`src/rtl/bus_cycle_ctrl.sv`:
```
// Z80-style external bus-cycle engine: sequences T-states (two clks each, H then L),
// drives the pin strobes, handles WAIT, auto-waits, bus request, NMI/INT latching and refresh.
module bus_cycle_ctrl #(
  parameter int AW             = 16,
  parameter int DW             = 8,
  parameter int RFSH_W         = 7,
  parameter int IO_AUTO_WAIT   = 1,
  parameter int INTA_AUTO_WAIT = 2
) (
  input  logic                 clk,
  input  logic                 reset,
  input  logic                 mwait,
  input  logic                 busrq,
  input  logic                 intr,
  input  logic                 nmi,
  input  logic                 cyc_start,
  input  logic [2:0]           cyc_type,
  input  logic [AW-1:0]        cyc_addr,
  input  logic [DW-1:0]        cyc_wdata,
  input  logic [AW-RFSH_W-1:0] rfsh_page,
  input  logic                 nmi_clr,
  output logic                 cyc_ready,
  output logic                 cyc_done,
  output logic [DW-1:0]        cyc_rdata,
  output logic                 m1,
  output logic                 mreq,
  output logic                 iorq,
  output logic                 rd,
  output logic                 wr,
  output logic                 rfsh,
  output logic                 busack,
  output logic                 pin_oe,
  output logic [AW-1:0]        ab_out,
  output logic [DW-1:0]        db_out,
  output logic                 db_oe,
  input  logic [DW-1:0]        db_in,
  output logic                 nmi_pending,
  output logic                 int_pending
);

  typedef enum logic [2:0] {
    S_IDLE, S_T1, S_T2, S_TWA, S_TW, S_T3, S_T4, S_BUSACK
  } state_t;

  localparam logic [2:0] TY_FETCH = 3'd0;
  localparam logic [2:0] TY_MRD   = 3'd1;
  localparam logic [2:0] TY_MWR   = 3'd2;
  localparam logic [2:0] TY_IORD  = 3'd3;
  localparam logic [2:0] TY_IOWR  = 3'd4;
  localparam logic [2:0] TY_INTA  = 3'd5;

  localparam logic [1:0] IO_LAST   = 2'(IO_AUTO_WAIT - 1);
  localparam logic [1:0] INTA_LAST = 2'(INTA_AUTO_WAIT - 1);

  state_t            state_q, state_d;
  logic              ph_q, ph_d;          // 0 = H phase, 1 = L phase
  logic [1:0]        twa_q, twa_d;
  logic [2:0]        typ_q, typ_d;
  logic [DW-1:0]     wdata_q, wdata_d;
  logic [RFSH_W-1:0] rfsh_cnt_q, rfsh_cnt_d;
  logic              nmi_q;
  logic              nmi_pending_q, nmi_pending_d;
  logic              int_pending_q, int_pending_d;
  logic              done_q, done_d;
  logic              m1_q, m1_d, mreq_q, mreq_d, iorq_q, iorq_d;
  logic              rd_q, rd_d, wr_q, wr_d, rfsh_q, rfsh_d;
  logic              busack_q, busack_d;
  logic              pin_oe_q;
  logic              db_oe_q, db_oe_d;
  logic [AW-1:0]     ab_q, ab_d;
  logic [DW-1:0]     db_out_q, db_out_d;
  logic [DW-1:0]     rdata_q, rdata_d;

  logic acc;
  logic io_q, ifetch_q, ifetch_d, need_twa_q, twa_last_q, twa_last_d;
  logic t1, t2, twa, tw, t3, t4, l;

  assign cyc_ready = (state_q == S_IDLE || done_q) && !busrq && !reset;
  assign acc       = cyc_start && cyc_ready && (cyc_type <= TY_INTA);

  assign io_q       = (typ_q == TY_IORD) || (typ_q == TY_IOWR);
  assign ifetch_q   = (typ_q == TY_FETCH) || (typ_q == TY_INTA);
  assign need_twa_q = (io_q && IO_AUTO_WAIT != 0) || (typ_q == TY_INTA && INTA_AUTO_WAIT != 0);
  assign twa_last_q = (twa_q == (io_q ? IO_LAST : INTA_LAST));

  // Next-state sequencing; the last clk of a cycle behaves like IDLE for busrq/accept.
  always_comb begin
    state_d = state_q;
    ph_d    = ph_q;
    twa_d   = twa_q;
    typ_d   = typ_q;
    wdata_d = wdata_q;
    if (acc) begin
      typ_d   = cyc_type;
      wdata_d = cyc_wdata;
    end
    case (state_q)
      S_IDLE: begin
        ph_d = 1'b0;
        if (busrq)    state_d = S_BUSACK;
        else if (acc) state_d = S_T1;
      end
      S_T1: begin
        if (!ph_q) ph_d = 1'b1;
        else begin state_d = S_T2; ph_d = 1'b0; end
      end
      S_T2: begin
        if (!ph_q) ph_d = 1'b1;
        else if (need_twa_q) begin state_d = S_TWA; ph_d = 1'b0; twa_d = 2'd0; end
        else begin state_d = mwait ? S_TW : S_T3; ph_d = 1'b0; end
      end
      S_TWA: begin
        if (!ph_q) ph_d = 1'b1;
        else if (!twa_last_q) begin ph_d = 1'b0; twa_d = twa_q + 2'd1; end
        else begin state_d = mwait ? S_TW : S_T3; ph_d = 1'b0; end
      end
      S_TW: begin
        if (!ph_q) ph_d = 1'b1;
        else begin state_d = mwait ? S_TW : S_T3; ph_d = 1'b0; end
      end
      S_T3, S_T4: begin
        if (!ph_q) ph_d = 1'b1;
        else begin
          ph_d = 1'b0;
          if (state_q == S_T3 && ifetch_q) state_d = S_T4;
          else if (busrq)                  state_d = S_BUSACK;
          else if (acc)                    state_d = S_T1;
          else                             state_d = S_IDLE;
        end
      end
      S_BUSACK: begin
        ph_d = 1'b0;
        if (!busrq) state_d = S_IDLE;
      end
      default: begin
        state_d = S_IDLE;
        ph_d    = 1'b0;
      end
    endcase
  end

  // Outputs are decoded from the next state so each registered pin matches its T-state.
  always_comb begin
    t1  = (state_d == S_T1);
    t2  = (state_d == S_T2);
    twa = (state_d == S_TWA);
    tw  = (state_d == S_TW);
    t3  = (state_d == S_T3);
    t4  = (state_d == S_T4);
    l   = ph_d;
    ifetch_d   = (typ_d == TY_FETCH) || (typ_d == TY_INTA);
    twa_last_d = (twa_d == (((typ_d == TY_IORD) || (typ_d == TY_IOWR)) ? IO_LAST : INTA_LAST));
    m1_d   = 1'b0;
    mreq_d = 1'b0;
    iorq_d = 1'b0;
    rd_d   = 1'b0;
    wr_d   = 1'b0;
    rfsh_d = 1'b0;
    case (typ_d)
      TY_FETCH: begin
        m1_d   = t1 | t2 | tw;
        mreq_d = (t1 & l) | t2 | tw | t3 | (t4 & ~l);
        rd_d   = (t1 & l) | t2 | tw;
        rfsh_d = t3 | t4;
      end
      TY_MRD: begin
        mreq_d = (t1 & l) | t2 | tw | (t3 & ~l);
        rd_d   = mreq_d;
      end
      TY_MWR: begin
        mreq_d = (t1 & l) | t2 | tw | (t3 & ~l);
        wr_d   = (t2 & l) | tw | (t3 & ~l);
      end
      TY_IORD: begin
        iorq_d = t2 | twa | tw | (t3 & ~l);
        rd_d   = iorq_d;
      end
      TY_IOWR: begin
        iorq_d = t2 | twa | tw | (t3 & ~l);
        wr_d   = iorq_d;
      end
      TY_INTA: begin
        m1_d   = t1 | t2 | twa | tw;
        iorq_d = (twa & l & twa_last_d) | tw | ((INTA_AUTO_WAIT == 0) & t2 & l);
        mreq_d = t3 | (t4 & ~l);
        rfsh_d = t3 | t4;
      end
      default: ;
    endcase

    busack_d = (state_d == S_BUSACK);
    done_d   = l & (t4 | (t3 & ~ifetch_d));
    db_oe_d  = ((typ_d == TY_MWR) || (typ_d == TY_IOWR)) &&
               (t2 | twa | tw | t3 | t4 | (t1 & l));

    db_out_d = db_out_q;
    if (t1 && l) db_out_d = wdata_q;

    ab_d = ab_q;
    if (acc) ab_d = cyc_addr;
    else if (t3 && !l && state_q != S_T3 && ifetch_d) ab_d = {rfsh_page, rfsh_cnt_q};

    // Fetch/inta latch the bus on the clk that leads into T3; plain reads latch during T3H.
    rdata_d = rdata_q;
    if (ifetch_q && t3 && !l && state_q != S_T3) rdata_d = db_in;
    else if ((typ_q == TY_MRD || typ_q == TY_IORD) && state_q == S_T3 && !ph_q) rdata_d = db_in;

    rfsh_cnt_d    = (done_q && ifetch_q) ? rfsh_cnt_q + 1'b1 : rfsh_cnt_q;
    int_pending_d = done_q ? intr : int_pending_q;
    nmi_pending_d = nmi_pending_q;
    if (nmi && !nmi_q) nmi_pending_d = 1'b1;
    else if (nmi_clr)  nmi_pending_d = 1'b0;
  end

  always_ff @(posedge clk) begin
    if (reset) begin
      state_q       <= S_IDLE;
      ph_q          <= 1'b0;
      twa_q         <= 2'd0;
      typ_q         <= TY_FETCH;
      wdata_q       <= '0;
      rfsh_cnt_q    <= '0;
      nmi_q         <= 1'b0;
      nmi_pending_q <= 1'b0;
      int_pending_q <= 1'b0;
      done_q        <= 1'b0;
      m1_q          <= 1'b0;
      mreq_q        <= 1'b0;
      iorq_q        <= 1'b0;
      rd_q          <= 1'b0;
      wr_q          <= 1'b0;
      rfsh_q        <= 1'b0;
      busack_q      <= 1'b0;
      pin_oe_q      <= 1'b0;
      db_oe_q       <= 1'b0;
      ab_q          <= '0;
      db_out_q      <= '0;
      rdata_q       <= '0;
    end else begin
      state_q       <= state_d;
      ph_q          <= ph_d;
      twa_q         <= twa_d;
      typ_q         <= typ_d;
      wdata_q       <= wdata_d;
      rfsh_cnt_q    <= rfsh_cnt_d;
      nmi_q         <= nmi;
      nmi_pending_q <= nmi_pending_d;
      int_pending_q <= int_pending_d;
      done_q        <= done_d;
      m1_q          <= m1_d;
      mreq_q        <= mreq_d;
      iorq_q        <= iorq_d;
      rd_q          <= rd_d;
      wr_q          <= wr_d;
      rfsh_q        <= rfsh_d;
      busack_q      <= busack_d;
      pin_oe_q      <= ~busack_d;
      db_oe_q       <= db_oe_d;
      ab_q          <= ab_d;
      db_out_q      <= db_out_d;
      rdata_q       <= rdata_d;
    end
  end

  assign cyc_done    = done_q;
  assign cyc_rdata   = rdata_q;
  assign m1          = m1_q;
  assign mreq        = mreq_q;
  assign iorq        = iorq_q;
  assign rd          = rd_q;
  assign wr          = wr_q;
  assign rfsh        = rfsh_q;
  assign busack      = busack_q;
  assign pin_oe      = pin_oe_q;
  assign ab_out      = ab_q;
  assign db_out      = db_out_q;
  assign db_oe       = db_oe_q;
  assign nmi_pending = nmi_pending_q;
  assign int_pending = int_pending_q;

endmodule

```
`config.mk`:
```
export PLATFORM = sky130hd
export DESIGN_NAME = bus_cycle_ctrl
export DESIGN_NICKNAME = d
export VERILOG_FILES = /design/src/rtl/bus_cycle_ctrl.sv
export SDC_FILE = /design/constraint.sdc
export NUM_CORES = 1
export LEC_CHECK = 0
export CORE_ASPECT_RATIO = 1.1
export CORE_MARGIN = 2
export CORE_UTILIZATION = 35
export CTS_CLUSTER_DIAMETER = 30
export DETAILED_ROUTE_END_ITERATION = 8
export PLACE_DENSITY = 0.72
export SETUP_SLACK_MARGIN = 0.02
export SKIP_LAST_GASP = 1
export SYNTH_ARGS = -nofsm -noshare
export SYNTH_HDL_FRONTEND = slang
export SYNTH_SLANG_ARGS = --single-unit
```
`constraint.sdc`:
```
create_clock -name clk -period 3.3 [get_ports clk]
set_input_delay 0.825 -clock clk [delete_from_list [all_inputs] [get_ports clk]]
set_output_delay 0.825 -clock clk [all_outputs]
set_load 0.05 [all_outputs]
```
==> run_results.csv <==
group,metric,value,unit
outcome,status,"completed",
cells_and_area,diodes,0,
flow_run,max-cap-violations,0,
sta,fin_crit_sh,89.9,%
global_routing,grt_pass1_wl,15.6,mm
sta,worst_pin_slew,0.827,ns
min_path,hp-start,"wdata_q[1]",
sta,setup_tns,0,ns
yosys,synth-seq-cells,69,
clock_network,cts-root-buf,"clkbuf_8",
die,core,9790,sq um
sta,fmax,337,MHz
placed_design,dp_hpwl,6.83,mm
yosys,synth_area,3490,sq um
worst_setup_path,crit_type,"flip-flop to flip-flop",
clock_network,post_cts_resized,0,
yosys,netlist_instances,407,
clock_network,cts_sinks,69,
clock_network,clock_latency,0.35,ns
pwr,p_leak,0.00174,uW
pwr,p_total,3780,uW
sta,timing.final.crit_period,2.97,ns
cells_and_area,postLayoutCellArea,4850,sq um
clock_network,htreeDepth,3,
cells_and_area,area_growth,38.9,%
clock_network,postCtsSetupBuffers,0,
yosys,synthTopCellsByArea,"dfxtp_1 (40%), nor2_1 (9.0%), mux2i_1 (6.0%), nor4_2 (5.0%), nand2_1 (4.3%)",
die,dieArea,10800,sq um
worst_setup_path,start_kind,"flip-flop",
worst_setup_path,r2r-start,"typ_q[2]",
pwr,ir_worst_vdd,0.317,mV
routing,drtIter0Drc,194,
yosys,synthFlopType,"dfxtp_1",
global_routing,grt_start_max_net_pins,67,
routing,first_pass_iters,5,
cells_and_area,drive_above_1_share,13.5,%
sta,maxSlewViolCount,0,
placed_design,dpl_cell_area,4680,sq um
global_routing,grt_pass1_vias,3252,
min_path,hold_depth,2,
global_routing,grt_use_total,17.8,%
sta,relSlewSlack,44.4,%
worst_setup_path,arrival,3.27,ns
yosys,synth_warnings,0,
clock_network,cts_made_buffers,9,
pwr,power_density,778,nW/um^2
yosys,synthesis.nets,460,
worst_setup_path,reg2reg_depth,8,
sta,worst_clock_skew,0.00653,ns
routing,final_antenna_net_count,0,
sta,rsz0062_at_grt,"false",
yosys,ys_types,67,
clock_network,ctsLongestPathBuffers,2,
sta,setup_viol,0,
worst_setup_path,path_cells,"or3b_4 > nor3b_2 > nor4_4 > o32a_4 > nand3_4 > o41a_4 > nor4_2 > a31o_1",
clock_network,cts_hold_buffers,0,
yosys,postSynth.asyncResetShare,0,%
yosys,synth-seq-area-share,39.5,%
placed_design,post-place-ws,-0.00195,ns
worst_setup_path,crit_buf_inv,0,
worst_setup_path,crit_family,"simple AND/OR/NAND/NOR gates",
yosys,synth_edf_count,0,
global_routing,grt_overflow,0,
clock_network,clk_pin_slew,0.08,ns
worst_setup_path,crit_slowest_cell,"o41a_4",
yosys,synth_top_area_cell,"dfxtp_1",
routing,vias,3341,
sta,hold_slack,0.456,ns
placed_design,place_congestion,0.962,
die,start_util,35.7,%
worst_setup_path,cp.required,3.60,ns
die,die_w,99.3,um
sta,final-hold-violation-count,0,
min_path,hold_class,"flip-flop to flip-flop",
cells_and_area,final_common_cell,"clkdlybuf4s50_1",
worst_setup_path,endpoint_kind,"flip-flop",
clock_network,cts_tree,"yes",
routing,post_drt_via_cell_ratio,5.28,
yosys,syn_avg_cell_area,8.59,sq um
die,die_h,109,um
cells_and_area,layout.nets,561,
routing,routed_wl,9.51,mm
sta,fin_ws,0.332,ns
die,io_pins,97,
die,rows,38,
worst_setup_path,cp_max_fo,32,
global_routing,grt_antenna_before_repair,0,
placed_design,portBuffers,96,
worst_setup_path,cp.depth,8,
routing,drc,0,
cells_and_area,final_cell_mix,"clkdlybuf4s50_1 (94), nor2_1 (84), dfxtp_1 (69), nand2_1 (40), a21oi_1 (23)",
yosys,synth_top_area_share,39.5,%
worst_setup_path,crit_start,"typ_q[2]",
routing,routedWlPerCell,15.0,um
worst_setup_path,slowest_delay,0.55,ns
-- cell type report --
cell class / count / area (sq um)
sequential: 69 / 1380
multi-input combinational: 307 / 1990
fill: 905 / 4940
tap: 120 / 150
timing repair buffer: 117 / 1150
clock inverter: 7 / 48.8
inverter: 4 / 15.0
clock buffer: 9 / 124
-- cells by family (layout without fill, tap and decap cells) --
group | after synthesis | after routing | synth area share (%)
flops | 69 | 69 | 39.5
mux | 22 | 22 | 6.34
xor+xnor | 9 | 9 | 2.26
fa+ha+maj | 1 | 1 | 0.358
buf+inv | 31 | 137 | 3.97
simple gates | 193 | 193 | 29.3
compound gates | 82 | 82 | 18.2
-- power by group --
part	switching, uW	internal [uW]
registers	138	963
clock network	341	275
logic	1220	844
-- cells in the mapped netlist, drive strengths merged, types with 2 or more instances --
master	n
o211ai	3
o311ai	2
clkbuf	19
and2	3
buf	8
a21boi	2
nand3	7
dfxtp	69
nor3	5
nand3b	2
nor3b	3
and3	2
xor2	6
a21oi	23
nor2	85
mux2i	21
o32ai	3
a22o	2
nor4	19
inv	3
a31oi	2
or2	2
a31o	16
xnor2	3
nor2b	6
o21ai	9
a311oi	2
nand4	3
o31ai	4
o2111ai	2
or3	3
nand2b	8
nand2	40
-- worst paths after layout --
path	end	slack (ns)
setup / recovery	ab_out[7]	0.33
hold reg to reg	wdata_q[1]	0.46
setup reg to reg	ab_out[7]	0.33
hold / removal	wdata_q[1]	0.46
-- flip-flops by register name, summed over array words and instances, names as in the netlist, 2 cells and up --
register    flops
ab_out         16
cyc_rdata       8
db_out          8
rfsh_cnt_q      7
state_q         3
twa_q           2
typ_q           3
wdata_q         8
-- worst min-delay path, cell delays in order (launching register included) --
cell	delay [ns]
dfxtp_1	0.31
nand2_1	0.05
a21oi_1	0.05
-- layer usage --
metal	vias to the layer above	track usage, %	wire length, um
met3	10	4.87	611
met4	0	4.89	87
met5	-	0	0
li1	1648	-	-
met1	1574	21.7	4020
met2	109	30.9	4790
-- metrics by stage --
| step | instances | util (%) |
|---|---|---|
| after floorplan | 407 | - |
| after global placement | 617 | 47.8 |
| after detailed placement | 617 | 47.8 |
| after CTS | 633 | 49.6 |
| after global routing | 633 | 49.6 |
| final | 633 | 49.6 |
No activity file was read; power rests on OpenSTA's default activity.
